**config.mk**
```make
export PLATFORM = sky130hd
export DESIGN_NAME = operand_stream_buffer
export DESIGN_NICKNAME = d
export VERILOG_FILES = /design/src/rtl/operand_stream_buffer.sv
export SDC_FILE = /design/constraint.sdc
export NUM_CORES = 1
export LEC_CHECK = 0
export CAP_MARGIN = 20
export CORE_MARGIN = 3
export CORE_UTILIZATION = 45
export CTS_CLUSTER_DIAMETER = 60
export DETAILED_ROUTE_END_ITERATION = 8
export GPL_ROUTABILITY_DRIVEN = 0
export PLACE_DENSITY = 0.65
export SETUP_SLACK_MARGIN = 0.02
export SYNTH_ARGS = -nofsm -noshare
export SYNTH_HDL_FRONTEND = slang
export SYNTH_SLANG_ARGS = --single-unit
```
**constraint.sdc**
```tcl
create_clock -name clk -period 6.2 [get_ports clk]
set_input_delay 0.62 -clock clk [delete_from_list [all_inputs] [get_ports clk]]
set_output_delay 0.62 -clock clk [all_outputs]
set_load 0.02 [all_outputs]
```
**src/rtl/operand_stream_buffer.sv**
```systemverilog
`default_nettype none
// ============================================================================
// Module   : operand_stream_buffer
// Brief    : Buffers W and X from a serial element stream and replays them as
//            outer-product beats (W column k, X row k) to a DIM_MAX-lane MAC.
// Revision : 1.0 - initial release
// ============================================================================
module operand_stream_buffer #(
    parameter int DATA_W  = 4,
    parameter int DIM_MAX = 3,
    parameter int DIM_BW  = $clog2(DIM_MAX + 1)
) (
    input  logic                      clk,
    input  logic                      rst_n,
    input  logic                      cfg_start,
    input  logic [DIM_BW-1:0]         cfg_rows_w,
    input  logic [DIM_BW-1:0]         cfg_cols_w,
    input  logic [DIM_BW-1:0]         cfg_rows_x,
    input  logic [DIM_BW-1:0]         cfg_cols_x,
    input  logic                      in_valid,
    output logic                      in_ready,
    input  logic [DATA_W-1:0]         in_data,
    output logic                      out_valid,
    input  logic                      out_ready,
    output logic [DIM_MAX*DATA_W-1:0] out_w,
    output logic [DIM_MAX*DATA_W-1:0] out_x,
    output logic                      out_last,
    output logic                      mac_clear,
    output logic                      busy,
    output logic                      done,
    output logic                      cfg_err
);

    localparam int                c_addr_w  = (DIM_MAX > 1) ? $clog2(DIM_MAX * DIM_MAX) : 1;
    localparam int                c_depth   = DIM_MAX * DIM_MAX;
    localparam logic [DIM_BW-1:0] c_dim_max = DIM_BW'(DIM_MAX);
    localparam logic [DIM_BW-1:0] c_one     = DIM_BW'(1);

    typedef enum logic [2:0] {
        S_IDLE   = 3'd0,
        S_LOAD_W = 3'd1,
        S_LOAD_X = 3'd2,
        S_CLR    = 3'd3,
        S_STREAM = 3'd4
    } state_t;

    state_t              r_state, w_state_nxt;
    logic [DIM_BW-1:0]   r_row, w_row_nxt;
    logic [DIM_BW-1:0]   r_col, w_col_nxt;
    logic [DIM_BW-1:0]   r_k, w_k_nxt;
    logic [DIM_BW-1:0]   r_rows_w, w_rows_w_nxt;
    logic [DIM_BW-1:0]   r_cols_w, w_cols_w_nxt;
    logic [DIM_BW-1:0]   r_cols_x, w_cols_x_nxt;
    logic                r_cfg_err, w_cfg_err_nxt;
    logic                r_done, w_done_nxt;

    logic [DATA_W-1:0]   r_w_mem [c_depth];
    logic [DATA_W-1:0]   r_x_mem [c_depth];

    logic                w_cfg_bad;
    logic [DIM_BW-1:0]   w_row_lim;
    logic [DIM_BW-1:0]   w_col_lim;
    logic                w_row_last;
    logic                w_col_last;
    logic                w_k_last;
    logic                w_streaming;
    logic                w_wr_w;
    logic                w_wr_x;
    logic [c_addr_w-1:0] w_wr_addr;

    assign w_cfg_bad = (cfg_rows_w == '0) || (cfg_cols_w == '0) ||
                       (cfg_rows_x == '0) || (cfg_cols_x == '0) ||
                       (cfg_rows_w > c_dim_max) || (cfg_cols_w > c_dim_max) ||
                       (cfg_rows_x > c_dim_max) || (cfg_cols_x > c_dim_max) ||
                       (cfg_rows_x != cfg_cols_w);

    // X is cols_w x cols_x, so the load limits swap between the two phases
    assign w_row_lim  = (r_state == S_LOAD_W) ? r_rows_w : r_cols_w;
    assign w_col_lim  = (r_state == S_LOAD_W) ? r_cols_w : r_cols_x;
    assign w_row_last = (r_row == w_row_lim - c_one);
    assign w_col_last = (r_col == w_col_lim - c_one);
    assign w_k_last   = (r_k == r_cols_w - c_one);

    assign w_streaming = (r_state == S_STREAM);
    assign in_ready    = (r_state == S_LOAD_W) || (r_state == S_LOAD_X);
    assign out_valid   = w_streaming;
    assign out_last    = w_streaming && w_k_last;
    assign mac_clear   = (r_state == S_CLR);
    assign busy        = (r_state != S_IDLE);
    assign done        = r_done;
    assign cfg_err     = r_cfg_err;

    assign w_wr_w    = (r_state == S_LOAD_W) && in_valid;
    assign w_wr_x    = (r_state == S_LOAD_X) && in_valid;
    assign w_wr_addr = c_addr_w'(r_row) * c_addr_w'(DIM_MAX) + c_addr_w'(r_col);

    always_comb begin
        w_state_nxt   = r_state;
        w_row_nxt     = r_row;
        w_col_nxt     = r_col;
        w_k_nxt       = r_k;
        w_rows_w_nxt  = r_rows_w;
        w_cols_w_nxt  = r_cols_w;
        w_cols_x_nxt  = r_cols_x;
        w_cfg_err_nxt = r_cfg_err;
        w_done_nxt    = 1'b0;
        case (r_state)
            S_IDLE: begin
                if (cfg_start) begin
                    if (w_cfg_bad) begin
                        w_cfg_err_nxt = 1'b1;
                    end else begin
                        w_cfg_err_nxt = 1'b0;
                        w_rows_w_nxt  = cfg_rows_w;
                        w_cols_w_nxt  = cfg_cols_w;
                        w_cols_x_nxt  = cfg_cols_x;
                        w_row_nxt     = '0;
                        w_col_nxt     = '0;
                        w_state_nxt   = S_LOAD_W;
                    end
                end
            end
            S_LOAD_W, S_LOAD_X: begin
                if (in_valid) begin
                    if (w_col_last) begin
                        w_col_nxt = '0;
                        if (w_row_last) begin
                            w_row_nxt   = '0;
                            w_state_nxt = (r_state == S_LOAD_W) ? S_LOAD_X : S_CLR;
                        end else begin
                            w_row_nxt = r_row + c_one;
                        end
                    end else begin
                        w_col_nxt = r_col + c_one;
                    end
                end
            end
            S_CLR: begin
                w_k_nxt     = '0;
                w_state_nxt = S_STREAM;
            end
            S_STREAM: begin
                if (out_ready) begin
                    if (w_k_last) begin
                        w_k_nxt     = '0;
                        w_done_nxt  = 1'b1;
                        w_state_nxt = S_IDLE;
                    end else begin
                        w_k_nxt = r_k + c_one;
                    end
                end
            end
            default: w_state_nxt = S_IDLE;
        endcase
    end

    always_ff @(posedge clk or negedge rst_n) begin
        if (!rst_n) begin
            r_state   <= S_IDLE;
            r_row     <= '0;
            r_col     <= '0;
            r_k       <= '0;
            r_rows_w  <= '0;
            r_cols_w  <= '0;
            r_cols_x  <= '0;
            r_cfg_err <= 1'b0;
            r_done    <= 1'b0;
        end else begin
            r_state   <= w_state_nxt;
            r_row     <= w_row_nxt;
            r_col     <= w_col_nxt;
            r_k       <= w_k_nxt;
            r_rows_w  <= w_rows_w_nxt;
            r_cols_w  <= w_cols_w_nxt;
            r_cols_x  <= w_cols_x_nxt;
            r_cfg_err <= w_cfg_err_nxt;
            r_done    <= w_done_nxt;
        end
    end

    // Operand storage carries no reset; lanes are gated so stale data never escapes
    always_ff @(posedge clk) begin
        if (w_wr_w) begin
            r_w_mem[w_wr_addr] <= in_data;
        end
        if (w_wr_x) begin
            r_x_mem[w_wr_addr] <= in_data;
        end
    end

    for (genvar i = 0; i < DIM_MAX; i++) begin : g_lane
        localparam logic [c_addr_w-1:0] c_lane     = c_addr_w'(i);
        localparam logic [DIM_BW-1:0]   c_lane_dim = DIM_BW'(i);
        logic                w_w_en;
        logic                w_x_en;
        logic [c_addr_w-1:0] w_w_addr;
        logic [c_addr_w-1:0] w_x_addr;

        assign w_w_en   = w_streaming && (c_lane_dim < r_rows_w);
        assign w_x_en   = w_streaming && (c_lane_dim < r_cols_x);
        assign w_w_addr = w_w_en ? (c_lane * c_addr_w'(DIM_MAX) + c_addr_w'(r_k)) : '0;
        assign w_x_addr = w_x_en ? (c_addr_w'(r_k) * c_addr_w'(DIM_MAX) + c_lane) : '0;
        assign out_w[i*DATA_W +: DATA_W] = w_w_en ? r_w_mem[w_w_addr] : '0;
        assign out_x[i*DATA_W +: DATA_W] = w_x_en ? r_x_mem[w_x_addr] : '0;
    end

endmodule
`default_nettype wire
```
==> impl_results.html, run 1 <==
<table>
<tr><th>Metric</th><th>Value</th></tr>
<tr><th colspan="2">Outcome</th></tr>
<tr><td>Result of the run</td><td>complete, no violations</td></tr>
<tr><th colspan="2">Floorplan</th></tr>
<tr><td>Die outline height</td><td>109.8 µm</td></tr>
<tr><td>Core Box Area</td><td>10,420 µm²</td></tr>
<tr><td>Number of top-level pins</td><td>48</td></tr>
<tr><td>Site row count</td><td>37</td></tr>
<tr><td>Initial Utilization</td><td>46.55%</td></tr>
<tr><td>Die Area</td><td>12,060 µm²</td></tr>
<tr><td>Die width</td><td>109.8 µm</td></tr>
<tr><th colspan="2">Clock tree</th></tr>
<tr><td>CTS H-Tree Depth</td><td>3</td></tr>
<tr><td>Clock root buffer</td><td>clkbuf_8</td></tr>
<tr><td>Deepest clock path buffer count</td><td>2</td></tr>
<tr><td>Clock input transition at the sequential cells of the worst setup and hold paths</td><td>0.09 ns</td></tr>
<tr><td>Number of gates resized after CTS</td><td>0</td></tr>
<tr><td>Number of buffers inserted during clock tree synthesis</td><td>9</td></tr>
<tr><td>Clock insertion delay at the later pin of the skew report</td><td>0.36 ns</td></tr>
<tr><td>Clock Sink Count</td><td>89</td></tr>
<tr><td>TritonCTS clock tree</td><td>built</td></tr>
<tr><td>Post-CTS setup buffers</td><td>0</td></tr>
<tr><td>CTS Hold Buffers Added</td><td>0</td></tr>
<tr><th colspan="2">GRT</th></tr>
<tr><td>Global-route wire length before repair</td><td>17,890 µm</td></tr>
<tr><td>Remaining global-route overflow</td><td>0</td></tr>
<tr><td>Number of global-route vias before repair</td><td>3,240</td></tr>
<tr><td>Number of antenna violations at the first check in global routing</td><td>0</td></tr>
<tr><td>Global router's overall resource usage</td><td>20.14%</td></tr>
<tr><td>Pin count of the biggest net entering global routing</td><td>40</td></tr>
<tr><th colspan="2">Synthesis</th></tr>
<tr><td>Yosys top cell area share</td><td>44.59%</td></tr>
<tr><td>Top cells by area in the synthesized netlist</td><td>edfxtp_1 45%, mux4_2 11%, dfrtp_1 8.8%</td></tr>
<tr><td>Leading cell type by number of instances after synthesis</td><td>edfxtp_1</td></tr>
<tr><td>Number of synthesized flops with an enable pin</td><td>72</td></tr>
<tr><td>Portion of the post-synthesis area used by sequential elements</td><td>53.37%</td></tr>
<tr><td>Cell type with the largest total area after synthesis</td><td>edfxtp_1</td></tr>
<tr><td>Number of distinct standard cells referenced by the synthesized netlist</td><td>61</td></tr>
<tr><td>Synth Register Bits</td><td>89</td></tr>
<tr><td>Top_reg_cell synth</td><td>edfxtp_1</td></tr>
<tr><td>Warning count from the yosys run</td><td>0</td></tr>
<tr><td>Syn_nets</td><td>411</td></tr>
<tr><td>Number of standard cells after synthesis</td><td>385</td></tr>
<tr><td>Post-synthesis cell area</td><td>4848 µm²</td></tr>
<tr><td>Async set or reset register ratio after synthesis</td><td>19.10%</td></tr>
<tr><td>Cell types with the highest counts after synthesis</td><td>72 x edfxtp_1, 51 x nor2_1, 26 x a21oi_1</td></tr>
<tr><td>Syn avg cell area</td><td>12.59 µm²</td></tr>
<tr><th colspan="2">Placed design</th></tr>
<tr><td>Number of port buffers</td><td>47</td></tr>
<tr><td>Total placed instance area</td><td>5408 µm²</td></tr>
<tr><td>Post-detail-place hpwl</td><td>8003 µm</td></tr>
<tr><th colspan="2">Finish</th></tr>
<tr><td>Share of post-route cells with drive strength above 1</td><td>14.72%</td></tr>
<tr><td>Final net count</td><td>449</td></tr>
<tr><td>Area taken by flip-flops and latches</td><td>2589 µm²</td></tr>
<tr><td>Design Area, Final</td><td>5624 µm²</td></tr>
<tr><td>Multi-input gate area in the final layout</td><td>2130 µm²</td></tr>
<tr><td>Filler Cell Count</td><td>883</td></tr>
<tr><td>Area growth from synthesis to layout</td><td>16.00%</td></tr>
<tr><td>Count of inserted antenna diode cells</td><td>0</td></tr>
<tr><th colspan="2">STA</th></tr>
<tr><td>Setup repair after global routing missed its margin</td><td>no</td></tr>
<tr><td>Clk_skew</td><td>0.01093 ns</td></tr>
<tr><td>Setup Viol. Count Final</td><td>0</td></tr>
<tr><td>Slew headroom</td><td>35.02%</td></tr>
<tr><td>Number of pins with negative max-slew slack in the final report</td><td>0</td></tr>
<tr><td>Period utilization</td><td>69.13%</td></tr>
<tr><td>Actual slew at the worst max-slew pin</td><td>0.9748 ns</td></tr>
<tr><td>Number of failing hold endpoints at the final stage</td><td>0</td></tr>
<tr><td>Tmin final</td><td>4.286 ns</td></tr>
<tr><td>Total negative slack for setup checks</td><td>0 ns</td></tr>
<tr><td>Max Fclk</td><td>0.2333 GHz</td></tr>
<tr><th colspan="2">Setup path</th></tr>
<tr><td>Startpoint types</td><td>flip-flop</td></tr>
<tr><td>Worst flop-to-flop path startpoint</td><td>r_row[0]</td></tr>
<tr><td>Endpoint arrival time on the critical path</td><td>3.67 ns</td></tr>
<tr><td>Crit-path max FO</td><td>25</td></tr>
<tr><td>Worst setup path start</td><td>r_k[1]</td></tr>
<tr><td>Critical path start-end classification</td><td>flip-flop to primary output</td></tr>
<tr><td>Number of buffer and inverter instances along the worst setup path</td><td>2</td></tr>
<tr><td>Slowest stage cell on the critical path</td><td>ha_1</td></tr>
<tr><td>Delay of the slowest cell on the worst path</td><td>0.97 ns</td></tr>
<tr><td>Top Family by Delay on Critical Path</td><td>adder cells</td></tr>
<tr><td>Worst path cell trace</td><td>inv_1 &gt; ha_1 &gt; o221ai_1 &gt; o211ai_1 &gt; o21ai_1 &gt; nor2_1 &gt; clkdlybuf4s50_1</td></tr>
<tr><td>Endpoint kind of the worst setup timing path</td><td>primary output</td></tr>
<tr><td>Required time of the critical path</td><td>5.58 ns</td></tr>
<tr><th colspan="2">Drt</th></tr>
<tr><td>Highest routed layer</td><td>met4</td></tr>
<tr><td>Post-detailed-route DRC marker count</td><td>0</td></tr>
<tr><td>Vias</td><td>3,272</td></tr>
<tr><td>Sum of routed wire segments on met1</td><td>5054 µm</td></tr>
<tr><td>Sum of met3 wire segment lengths after detailed routing</td><td>591 µm</td></tr>
<tr><td>Vias per std cell</td><td>5.801</td></tr>
<tr><td>Wire length on met2</td><td>5297 µm</td></tr>
<tr><td>Final routed wire length divided by cell count</td><td>19.68 µm</td></tr>
<tr><td>Antenna violation net count after detailed routing</td><td>0</td></tr>
<tr><td>Routed wire length</td><td>11,100 µm</td></tr>
<tr><td>Count of TritonRoute iterations in the first routing pass</td><td>5</td></tr>
<tr><td>Number of DRC markers after the initial detailed-route iteration</td><td>282</td></tr>
<tr><th colspan="2">Pwr</th></tr>
<tr><td>Leak Pwr</td><td>1.899 nW</td></tr>
<tr><td>Power density of the placed cells</td><td>366.6 nW/µm²</td></tr>
<tr><td>Worst vdd ir</td><td>0.1661 mV</td></tr>
<tr><th colspan="2">Worst hold path</th></tr>
<tr><td>Worst hold path type</td><td>flip-flop to flip-flop</td></tr>
<tr><td>Launch point of the worst hold path</td><td>cfg_err</td></tr>
<tr><th colspan="2">Run</th></tr>
<tr><td>Max cap viols</td><td>0</td></tr>
</table>
## cell type report
cell class,count,area share (%)
multi-input cells,264,37.86
clock buffers,9,2.202
inverters,11,0.7341
clock inverters,7,1.646
repair buffers,48,8.498
flip-flops and latches,89,46.03
well taps,136,3.026
## state kept, by name, summed over array words and instances, names as in the netlist
| name | cells |
|---|---|
| r_rows_w | 2 |
| r_col | 2 |
| r_cols_x | 2 |
| done | 1 |
| r_k | 2 |
| r_state | 3 |
| r_cols_w | 2 |
| r_w_mem | 36 |
| r_x_mem | 36 |
| cfg_err | 1 |
| r_row | 2 |
## per-stage QoR
stage | hold WS (ns) | std cells | total power [mW] | util, % | setup slack, ns
2_1_floorplan | 0.3244 | 385 | 1.444 | - | 3.008
3_3_place_gp | 0.5433 | 548 | 1.621 | 51.92 | 2.464
3_5_place_dp | 0.5632 | 548 | 1.644 | 51.92 | 2.353
4_1_cts | 0.5869 | 564 | 2.075 | 53.99 | 1.925
5_1_grt | 0.6148 | 564 | 2.196 | 53.99 | 1.699
6_report | 0.5823 | 564 | 2.062 | 53.99 | 1.914
## layout by cell type (no fill, tap or decap), types with 2 or more instances in the layout
master | synthesis | final
a211oi_1 | 4 | 4
a21oi_1 | 26 | 26
a221oi_1 | 2 | 2
a22oi_1 | 2 | 2
a31oi_1 | 4 | 4
and3_1 | 3 | 3
bufinv_16 | 0 | 2
clkbuf_8 | 0 | 9
clkdlybuf4s50_1 | 0 | 47
clkinv_1 | 1 | 3
dfrtp_1 | 17 | 16
edfxtp_1 | 72 | 72
fa_1 | 2 | 2
ha_1 | 7 | 7
inv_1 | 9 | 9
mux2_2 | 11 | 11
mux2i_1 | 24 | 24
mux4_2 | 23 | 23
nand2_1 | 24 | 24
nand2b_1 | 9 | 9
nand3_1 | 8 | 8
nand4_1 | 2 | 2
nand4b_1 | 2 | 2
nor2_1 | 51 | 51
nor2b_1 | 6 | 6
nor3_1 | 3 | 3
nor3b_1 | 2 | 2
nor4_1 | 2 | 2
o21ai_0 | 9 | 9
o21ai_1 | 2 | 2
o22ai_1 | 2 | 2
or2_2 | 3 | 3
or3b_1 | 2 | 2
xnor2_1 | 4 | 4
## worst reg2reg max path, cell delays in order (launching register included)
cell,delay (ns)
dfrtp_1,0.47
fa_1,0.56
ha_1,0.14
inv_1,0.04
fa_1,0.54
nand2_1,0.10
nor4_1,0.73
## kinds of logic after synthesis
family,count (synthesis),synth area share [%]
AO/OA/AOI/OAI,65,8.697
XOR/XNOR,5,0.9032
adder cells (fa/ha/maj),9,2.632
buffers and inverters,32,2.839
flip-flops,89,53.37
multiplexers,59,18.48
AND/OR/NAND/NOR,126,13.08
## layer usage
metal  vias up  track usage [%]
li1       1532                -
met1      1626            28.18
met2        99            31.46
met3        15            4.110
met4         0            6.768
met5         -                0
## path summary, 6_finish.rpt
check	end	slack [ns]	depth (start not counted)
worst max-delay path	out_w[7]	1.91	7
worst min-delay path	cfg_err	0.58	2
worst max register to register	r_w_mem[8][1]	3.24	6
worst min register to register	cfg_err	0.58	2
max in group asynchronous	r_k[0]	4.92	1
min in group asynchronous	done	0.72	1
## power breakdown
group	internal [mW]	leakage [nW]	switching (mW)
Sequential	0.744	0.864	0.119
Combinational	0.332	0.931	0.438
Clock	0.226	0.105	0.202
Total	1.30	1.90	0.759
Power figures use the tool's default switching activity.
==> run 2, diff against run 1 <==
clock period = 4.27 ns   (was 6.2 ns; I/O delays follow)
==> run 2 against run 1 <==
Core utilization is 0.30 points higher. Power increased by 47%. Die area is the same. Largest cell class unchanged. Critical endpoint is now out_x[10]. Flip-flop and latch count is the same. Sequential power is 46% higher. Critical path depth stayed put. Via count increased by 1.8%. Combinational power grew 47%. Clock power up 49%. Count of clock-buffer cells in the layout increased by 1.
==> impl_results.html, run 2 (synthesized netlist as in run 1, its figures left out) <==
<table>
<tr><th>Metric</th><th>Value</th></tr>
<tr><th colspan="2">Outcome</th></tr>
<tr><td>Result of the run</td><td>complete, no violations</td></tr>
<tr><th colspan="2">Drt</th></tr>
<tr><td>Post-detailed-route DRC marker count</td><td>0</td></tr>
<tr><td>Routed wire length</td><td>11,450 µm</td></tr>
<tr><td>Vias per std cell</td><td>5.866</td></tr>
<tr><td>Number of DRC markers after the initial detailed-route iteration</td><td>248</td></tr>
<tr><td>Vias</td><td>3,332</td></tr>
<tr><td>Final routed wire length divided by cell count</td><td>20.16 µm</td></tr>
<tr><td>Antenna violation net count after detailed routing</td><td>0</td></tr>
<tr><td>Count of TritonRoute iterations in the first routing pass</td><td>5</td></tr>
<tr><th colspan="2">Clock tree</th></tr>
<tr><td>Clock Sink Count</td><td>89</td></tr>
<tr><td>CTS H-Tree Depth</td><td>3</td></tr>
<tr><td>Number of buffers inserted during clock tree synthesis</td><td>9</td></tr>
<tr><td>CTS Hold Buffers Added</td><td>0</td></tr>
<tr><td>Clock root buffer</td><td>clkbuf_8</td></tr>
<tr><td>Clock input transition at the sequential cells of the worst setup and hold paths</td><td>0.09 ns</td></tr>
<tr><td>TritonCTS clock tree</td><td>built</td></tr>
<tr><td>Deepest clock path buffer count</td><td>2</td></tr>
<tr><td>Post-CTS setup buffers</td><td>0</td></tr>
<tr><td>Number of gates resized after CTS</td><td>0</td></tr>
<tr><td>Clock insertion delay at the later pin of the skew report</td><td>0.35 ns</td></tr>
<tr><th colspan="2">Setup path</th></tr>
<tr><td>Endpoint kind of the worst setup timing path</td><td>primary output</td></tr>
<tr><td>Crit-path max FO</td><td>13</td></tr>
<tr><td>Top Family by Delay on Critical Path</td><td>buffers and inverters</td></tr>
<tr><td>Endpoint arrival time on the critical path</td><td>3.41 ns</td></tr>
<tr><td>Slowest stage cell on the critical path</td><td>clkdlybuf4s50_1</td></tr>
<tr><td>Startpoint types</td><td>flip-flop</td></tr>
<tr><td>Worst setup path start</td><td>r_state[2]</td></tr>
<tr><td>Required time of the critical path</td><td>3.84 ns</td></tr>
<tr><td>Number of buffer and inverter instances along the worst setup path</td><td>2</td></tr>
<tr><td>Worst path cell trace</td><td>or3b_1 &gt; inv_2 &gt; nand4_4 &gt; mux4_2 &gt; mux2i_1 &gt; a211oi_1 &gt; clkdlybuf4s50_1</td></tr>
<tr><td>Critical path start-end classification</td><td>flip-flop to primary output</td></tr>
<tr><td>Worst flop-to-flop path startpoint</td><td>r_row[0]</td></tr>
<tr><td>Delay of the slowest cell on the worst path</td><td>0.66 ns</td></tr>
<tr><th colspan="2">GRT</th></tr>
<tr><td>Number of antenna violations at the first check in global routing</td><td>0</td></tr>
<tr><td>Met1 track utilization from global routing</td><td>27.59%</td></tr>
<tr><td>Global-route wire length before repair</td><td>18,070 µm</td></tr>
<tr><td>Remaining global-route overflow</td><td>0</td></tr>
<tr><td>Met2 usage in global routing</td><td>33.58%</td></tr>
<tr><td>Number of global-route vias before repair</td><td>3,327</td></tr>
<tr><td>Global Route met3 Usage</td><td>2.877%</td></tr>
<tr><td>Pin count of the biggest net entering global routing</td><td>20</td></tr>
<tr><td>Most Crowded Layer GR</td><td>met2</td></tr>
<tr><td>Global router's overall resource usage</td><td>20.36%</td></tr>
<tr><th colspan="2">Pwr</th></tr>
<tr><td>Combinational cell fraction of total power</td><td>37.3%</td></tr>
<tr><td>Power density of the placed cells</td><td>535.7 nW/µm²</td></tr>
<tr><td>Net switching component of the power</td><td>1.128 mW</td></tr>
<tr><td>Leak Pwr</td><td>1.923 nW</td></tr>
<tr><td>Fraction of power spent switching nets</td><td>37.24%</td></tr>
<tr><td>Internal power component</td><td>1.901 mW</td></tr>
<tr><td>Fraction of power consumed by the clock network</td><td>21.0%</td></tr>
<tr><td>Worst vdd ir</td><td>0.2065 mV</td></tr>
<tr><td>Part of the power in registers</td><td>41.7%</td></tr>
<tr><th colspan="2">Finish</th></tr>
<tr><td>Filler Cell Count</td><td>884</td></tr>
<tr><td>Share of post-route cells with drive strength above 1</td><td>15.74%</td></tr>
<tr><td>Top library cells by usage in the layout, fill and taps aside</td><td>72 x edfxtp_1, 51 x nor2_1, 47 x clkdlybuf4s50_1, 26 x a21oi_1</td></tr>
<tr><td>Count of inserted antenna diode cells</td><td>0</td></tr>
<tr><td>Most common library cell in the layout ignoring fill and taps</td><td>edfxtp_1</td></tr>
<tr><td>Final net count</td><td>453</td></tr>
<tr><td>Area growth from synthesis to layout</td><td>16.65%</td></tr>
<tr><td>Registers with the most flip-flops</td><td>r_w_mem (36), r_x_mem (36), r_state (3)</td></tr>
<tr><td>End-of-flow core utilization</td><td>54.29%</td></tr>
<tr><th colspan="2">Floorplan</th></tr>
<tr><td>Die outline height</td><td>109.8 µm</td></tr>
<tr><td>Initial Utilization</td><td>46.55%</td></tr>
<tr><td>Number of top-level pins</td><td>48</td></tr>
<tr><td>Die width</td><td>109.8 µm</td></tr>
<tr><td>Site row count</td><td>37</td></tr>
<tr><td>Core Box Area</td><td>10,420 µm²</td></tr>
<tr><td>Die Area</td><td>12,060 µm²</td></tr>
<tr><th colspan="2">Placed design</th></tr>
<tr><td>Number of port buffers</td><td>47</td></tr>
<tr><td>Post-detail-place hpwl</td><td>8409 µm</td></tr>
<tr><th colspan="2">STA</th></tr>
<tr><td>Number of pins with negative max-slew slack in the final report</td><td>0</td></tr>
<tr><td>Slew headroom</td><td>34.82%</td></tr>
<tr><td>Setup repair after global routing missed its margin</td><td>no</td></tr>
<tr><td>Number of failing hold endpoints at the final stage</td><td>0</td></tr>
<tr><td>Setup Viol. Count Final</td><td>0</td></tr>
<tr><td>Clk_skew</td><td>0.006593 ns</td></tr>
<tr><td>Period utilization</td><td>89.78%</td></tr>
<tr><td>Total negative slack for setup checks</td><td>0 ns</td></tr>
<tr><td>Tmin final</td><td>3.833 ns</td></tr>
<tr><td>Actual slew at the worst max-slew pin</td><td>0.9688 ns</td></tr>
<tr><td>Max Fclk</td><td>0.2609 GHz</td></tr>
<tr><th colspan="2">Worst hold path</th></tr>
<tr><td>Worst hold path type</td><td>input port to async pin</td></tr>
<tr><th colspan="2">Run</th></tr>
<tr><td>Max cap viols</td><td>0</td></tr>
</table>
## run 2: cell count changes in the layout (fill, tap and decap cells not counted)
| cell | before | now |
|---|---|---|
| clkinv_2 | 0 | 1 |
| clkinv_1 | 3 | 1 |
| buf_4 | 1 | 5 |
| clkbuf_1 | 0 | 1 |
## run 2: worst paths after layout
check | endpoint | slack, ns | cells past startpoint
max reg2reg | r_w_mem[8][1] | 1.26 | 6
max | out_x[10] | 0.44 | 7
max in group asynchronous | r_k[0] | 3.18 | 1
min reg2reg | r_k[0] | 0.57 | 2
min in group clk | r_k[0] | 0.57 | 2
min | r_row[0] | 0.53 | 1
## run 2: cell type report
class	count	area [µm²]	area share, %
clock buffers	10	127.6	2.257
flip-flops and latches	89	2589	45.77
multi-input cells	264	2130	37.65
inverters	11	41.29	0.7301
well taps	136	170.2	3.009
clock inverters	6	90.09	1.593
repair buffers	52	508.0	8.982
## run 2: metrics by stage
stage               power (mW)  setup WS (ns)  hold WS (ns)  cell area [µm²]  std cells
floorplan                2.097          1.271        0.1314             4848        385
global placement         2.363         0.8965        0.5416             5438        552
detailed placement       2.401         0.8461        0.5494             5438        552
CTS                      3.035         0.4196        0.5472             5655        568
global route             3.223         0.2693        0.5820             5655        568
finish                   3.030         0.4366        0.5344             5655        568
## run 2: per-layer routing
layer  share of wire, %  routed length [µm]  vias up
met5                  0                   0        -
met4                1.8                 209        0
met3                4.8                 550       15
met2                 49                5642      109
met1                 44                5051     1666
li1                   -                   -     1542
## run 2: power groups by stage
stage | Clock, mW | Sequential [mW] | Combinational (mW)
after floorplan | 0 | 1.17 | 0.928
after global placement | 0 | 1.27 | 1.10
after detailed placement | 0 | 1.27 | 1.13
after CTS | 0.648 | 1.26 | 1.13
after global routing | 0.688 | 1.28 | 1.26
final | 0.638 | 1.26 | 1.13
